**src/rtl/hilo_unit.sv**
```systemverilog
// HI/LO register unit: tracks one outstanding multiply/divide, sinks its result, applies MTHI/MTLO.
// Optional MADD/MSUB accumulation is built only when HILO_ACC_EN is defined.
module hilo_unit (
  input  logic        i_clk,
  input  logic        i_rst,
  input  logic        i_issue_valid,
  input  logic        i_issue_is_div,
  input  logic [1:0]  i_issue_acc,
  input  logic        i_mult_res_valid,
  input  logic [63:0] i_mult_result,
  output logic        o_mult_res_ready,
  input  logic        i_div_res_valid,
  input  logic [63:0] i_div_result,
  output logic        o_div_res_ready,
  input  logic        i_flush,
  input  logic        i_mt_we_hi,
  input  logic        i_mt_we_lo,
  input  logic [31:0] i_mt_data,
  input  logic        i_mf_req,
  input  logic        i_mf_sel_hi,
  output logic [31:0] o_mf_data,
  output logic        o_stall_hilo
);

  typedef enum logic [2:0] {
    StIdle,
    StWaitMul,
    StWaitDiv,
    StDrainMul,
    StDrainDiv
  } state_e;

  state_e      r_state;
  logic [31:0] r_hi;
  logic [31:0] r_lo;
  logic        r_mult_ready;
  logic        r_div_ready;
  logic        r_busy;

  logic        w_mul_take;
  logic        w_div_take;
  logic [63:0] w_mul_val;
  logic [63:0] w_res;

  // Only the non-flushed WAIT states commit a result; DRAIN handshakes are discarded.
  assign w_mul_take = (r_state == StWaitMul) & i_mult_res_valid & ~i_flush;
  assign w_div_take = (r_state == StWaitDiv) & i_div_res_valid & ~i_flush;

`ifdef HILO_ACC_EN
  logic [1:0]  r_acc_op;
  logic [63:0] w_hilo;
  logic [63:0] w_acc_sum;
  logic [63:0] w_acc_diff;

  assign w_hilo     = {r_hi, r_lo};
  assign w_acc_sum  = w_hilo + i_mult_result;
  assign w_acc_diff = w_hilo - i_mult_result;

  always_comb begin
    case (r_acc_op)
      2'b01:   w_mul_val = w_acc_sum;
      2'b10:   w_mul_val = w_acc_diff;
      default: w_mul_val = i_mult_result;
    endcase
  end

  always_ff @(posedge i_clk) begin
    if (i_rst) begin
      r_acc_op <= 2'b00;
    end else if (r_state == StIdle && i_issue_valid && !i_flush) begin
      r_acc_op <= i_issue_acc;
    end
  end
`else
  logic w_unused_acc;
  assign w_unused_acc = ^i_issue_acc;
  assign w_mul_val    = i_mult_result;
`endif

  always_comb begin
    w_res = {r_hi, r_lo};
    if (w_mul_take) begin
      w_res = w_mul_val;
    end else if (w_div_take) begin
      w_res = i_div_result;
    end
  end

  // MT is the younger instruction, so it overrides the result for the half it writes.
  always_ff @(posedge i_clk) begin
    if (i_rst) begin
      r_hi <= 32'h0;
      r_lo <= 32'h0;
    end else begin
      r_hi <= i_mt_we_hi ? i_mt_data : w_res[63:32];
      r_lo <= i_mt_we_lo ? i_mt_data : w_res[31:0];
    end
  end

  always_ff @(posedge i_clk) begin
    if (i_rst) begin
      r_state      <= StIdle;
      r_mult_ready <= 1'b0;
      r_div_ready  <= 1'b0;
      r_busy       <= 1'b0;
    end else begin
      case (r_state)
        StIdle: begin
          if (i_issue_valid && !i_flush) begin
            r_busy <= 1'b1;
            if (i_issue_is_div) begin
              r_state     <= StWaitDiv;
              r_div_ready <= 1'b1;
            end else begin
              r_state      <= StWaitMul;
              r_mult_ready <= 1'b1;
            end
          end
        end
        StWaitMul: begin
          if (i_mult_res_valid) begin
            r_state      <= StIdle;
            r_mult_ready <= 1'b0;
            r_busy       <= 1'b0;
          end else if (i_flush) begin
            r_state <= StDrainMul;
          end
        end
        StWaitDiv: begin
          if (i_div_res_valid) begin
            r_state     <= StIdle;
            r_div_ready <= 1'b0;
            r_busy      <= 1'b0;
          end else if (i_flush) begin
            r_state <= StDrainDiv;
          end
        end
        StDrainMul: begin
          if (i_mult_res_valid) begin
            r_state      <= StIdle;
            r_mult_ready <= 1'b0;
            r_busy       <= 1'b0;
          end
        end
        StDrainDiv: begin
          if (i_div_res_valid) begin
            r_state     <= StIdle;
            r_div_ready <= 1'b0;
            r_busy      <= 1'b0;
          end
        end
        default: begin
          r_state      <= StIdle;
          r_mult_ready <= 1'b0;
          r_div_ready  <= 1'b0;
          r_busy       <= 1'b0;
        end
      endcase
    end
  end

  assign o_mult_res_ready = r_mult_ready;
  assign o_div_res_ready  = r_div_ready;
  assign o_mf_data        = i_mf_sel_hi ? r_hi : r_lo;
  assign o_stall_hilo     = i_mf_req & r_busy;

endmodule

```
**config.mk**
```make
export PLATFORM = sky130hd
export DESIGN_NAME = hilo_unit
export DESIGN_NICKNAME = d
export VERILOG_FILES = /design/src/rtl/hilo_unit.sv
export SDC_FILE = /design/constraint.sdc
export NUM_CORES = 1
export LEC_CHECK = 0
export BUFFER_PORTS_ARGS = -buffer_cell sky130_fd_sc_hd__buf_2
export CORE_MARGIN = 2
export CORE_UTILIZATION = 43
export CTS_CLUSTER_SIZE = 24
export DETAILED_ROUTE_END_ITERATION = 8
export PLACE_DENSITY = 0.77
export SYNTH_ARGS = -nofsm -noshare
export SYNTH_HDL_FRONTEND = slang
export SYNTH_SLANG_ARGS = --single-unit
```
**constraint.sdc**
```tcl
create_clock -name i_clk -period 1.7 [get_ports i_clk]
set_clock_uncertainty 0.05 [all_clocks]
set_input_delay 0.085 -clock i_clk [delete_from_list [all_inputs] [get_ports i_clk]]
set_output_delay 0.085 -clock i_clk [all_outputs]
set_load 0.05 [all_outputs]
```
==> results.md <==
- #FFs+latches synth: 70
- Area contributors post-synth: dfxtp_1 31%, a221o_1 14%, a32o_1 14%
- Multi-input gate area: 2830 um^2
- Routed len/inst: 18.02 um
- Top_reg_cell synth: dfxtp_1
- Status: complete, no violations
- Initial detailed-routing violation count: 306
- Critical Path Source Type: register
- Reg area: 1404 um^2
- Cell Rows: 37
- Core area: 10280 um^2
- Area leader, netlist: dfxtp_1
- Die area: 11360 um^2
- Via count of the first global-routing pass: 4640
- Most frequent cell after synthesis: dfxtp_1
- Arrival @ worst endpoint: 1.84 ns
- Register area share after synthesis: 30.97%
- Sink Count: 70
- CTS tree: built
- Core Util, Final: 58.62%
- Post-Syn Instances: 474
- Final worst path period need: 1.663 ns
- CP top delay family: compound AO/OA/AOI/OAI gates
- Unrepaired setup endpoints after global routing: yes
- Number of flops mapped to enable cells by yosys: 0
- Final hold violation count: 0
- Hold crit path type: in2reg
- # DRC: 0
- Max incr delay on CP: 0.37 ns
- DR vias: 4843
- Maximum clock path buffer count: 2
- Pwr dens: 779.9 nW/um^2
- Htree depth: 3
- Top cell type's share of synthesized area: 30.97%
- Largest net degree at the start of global routing: 67
- Slew HR: 75.00%
- CP Max Fanout: 38
- Die width: 106.6 um
- WHS: 0.02973 ns
- Vias/cell: 6.069
- Leakage: 0.002807 uW
- TritonRoute pass-1 iters: 4
- CP Class: reg2reg
- Syn_area_per_cell: 9.545 um^2
- Net count after synthesis: 647
- CP Capture Type: register
- Synthesized area: 4524 um^2
- Gp weighted congestion: 0.8841
- First-pass GRT wire length: 22320 um
- Async set-reset flop share out of synthesis: 0%
- Post-synth top cells: 70 x dfxtp_1, 67 x nand2b_1, 64 x a221o_1, 64 x a32o_1, 64 x and3_1
- VDD IR max: 390.9 uV
- Share of cells above drive strength 1: 44.39%
- Slew Viols, Final: 0
- Finish-stage setup viols: 0
- IO Count: 208
- Die Height: 106.6 um
- Slowest CP cell: a221o_1
- PortBufs: 205
- CP Cell Sequence: nor2_4 > nand4_4 > buf_12 > a221o_1 > a32o_1
- Yosys Warn Count: 0
- GRT Total Usage: 24.38%
- Initial core utilization: 44.02%
- Count of unique library cells instantiated by Yosys: 42
- GRT overflow: 0
- Nets@finish: 828
- FMAX: 0.6013 GHz
- Worst skew pair latency: 0.34 ns
- Clock root buffer: clkbuf_8
- Area Growth Syn to Fin: 33.16%
- Drt total wl: 14380 um
- Final worst path period share: 97.83%
- Hpwl dp: 10070 um
- Routed Antenna Nets: 0
- WP buf/inv: 1
- CTS Hold Bufs: 0
- Worst-path clk slew: 0.09 ns
- Critical path required time: 1.88 ns
- # Max-Cap Violations: 0
- TNS Setup: 0 ns
- # Post-CTS Setup Buffers: 0
- CTS Buf Count: 9
- Antenna violations before repair: 2
- FILL cells: 965
- Worst-margin pin slew: 0.3750 ns
layout make-up:
type / instances / area share, %
Inverter: 5 / 0.3115
Timing Repair Buffer: 230 / 22.64
Sequential cell: 70 / 23.30
Tap cell: 136 / 2.825
Clock inverter: 5 / 1.350
Multi-Input combinational cell: 339 / 46.98
Antenna cell: 2 / 0.08307
Clock buffer: 11 / 2.513
state kept, by name, indices dropped and copies added, names as in the netlist:
register          count
o_div_res_ready       1
o_mult_res_ready      1
r_lo                 32
r_busy                1
r_hi                 32
r_state               3
power breakdown:
part / leakage (uW) / internal (uW) / switching (uW) / total, uW
Sequential: 0.000580 / 1770 / 64.4 / 1830
Combinational: 0.00211 / 573 / 740 / 1310
Clock: 0.000116 / 907 / 646 / 1550
Total: 0.00281 / 3250 / 1450 / 4700
per-layer routing:
layer,share of wire [%],GRT usage [%],vias to the layer above
met2,50,42.40,208
li1,-,-,2274
met5,0,0,-
met4,2.1,9.369,0
met1,40,30.23,2337
met3,6.9,3.830,24
cells by family (layout without fill, tap and decap cells):
group | after synthesis | in the layout | share of synthesized area (%)
AOI/OAI and AO/OA | 146 | 146 | 31.06
buffers and inverters | 65 | 251 | 7.356
DFF | 70 | 70 | 30.97
muxes | 32 | 32 | 7.965
other | 0 | 2 | 0
and+or+nand+nor | 161 | 161 | 22.65
path summary, 6_finish.rpt:
check,slack (ns),depth (start not counted),startpoint,endpoint
min,0.03,3,i_mt_data[8],r_lo[8]$_SDFFE_PP0P_
min reg2reg,0.42,1,r_lo[14]$_SDFFE_PP0P_,r_lo[14]$_SDFFE_PP0P_
max reg2reg,0.04,5,r_state[1]$_SDFFE_PP0P_,r_lo[4]$_SDFFE_PP0P_
max,0.04,5,r_state[1]$_SDFFE_PP0P_,r_lo[4]$_SDFFE_PP0P_
per-stage QoR:
stage | total power, uW | setup WS [ns] | instance area, um^2 | instances
2_1_floorplan | 2722 | 0.1141 | 4524 | 474
3_3_place_gp | 3148 | 0.04286 | 5784 | 780
3_5_place_dp | 3181 | -0.01215 | 5784 | 780
4_1_cts | 4735 | 0.004457 | 6017 | 796
5_1_grt | 4903 | -0.003261 | 6022 | 797
6_report | 4699 | 0.03696 | 6025 | 798
layout by cell type, fill, tap and decap left out, drive strengths merged, types with 3 or more instances in the layout:
master / instances
dfxtp: 70
mux2: 32
clkbuf: 11
inv: 5
nor2: 8
nand2: 3
nor3: 5
buf: 230
and3: 64
a221o: 64
nand2b: 67
o21ai: 3
a32o: 64
a21oi: 5
worst reg2reg max path: stages (launching register included):
cell and delay, ns:
dfxtp_2 0.35, nor2_4 0.16, nand4_4 0.16, buf_12 0.20
a221o_1 0.39, a32o_1 0.25
what timing repair did:
item                                    4_1_cts  5_1_grt
cloned                                        0        0
pin swaps                                     1        0
endpoints found under the setup margin        3       65
resized for setup                             0        2
No activity file was read; power rests on OpenSTA's default activity.
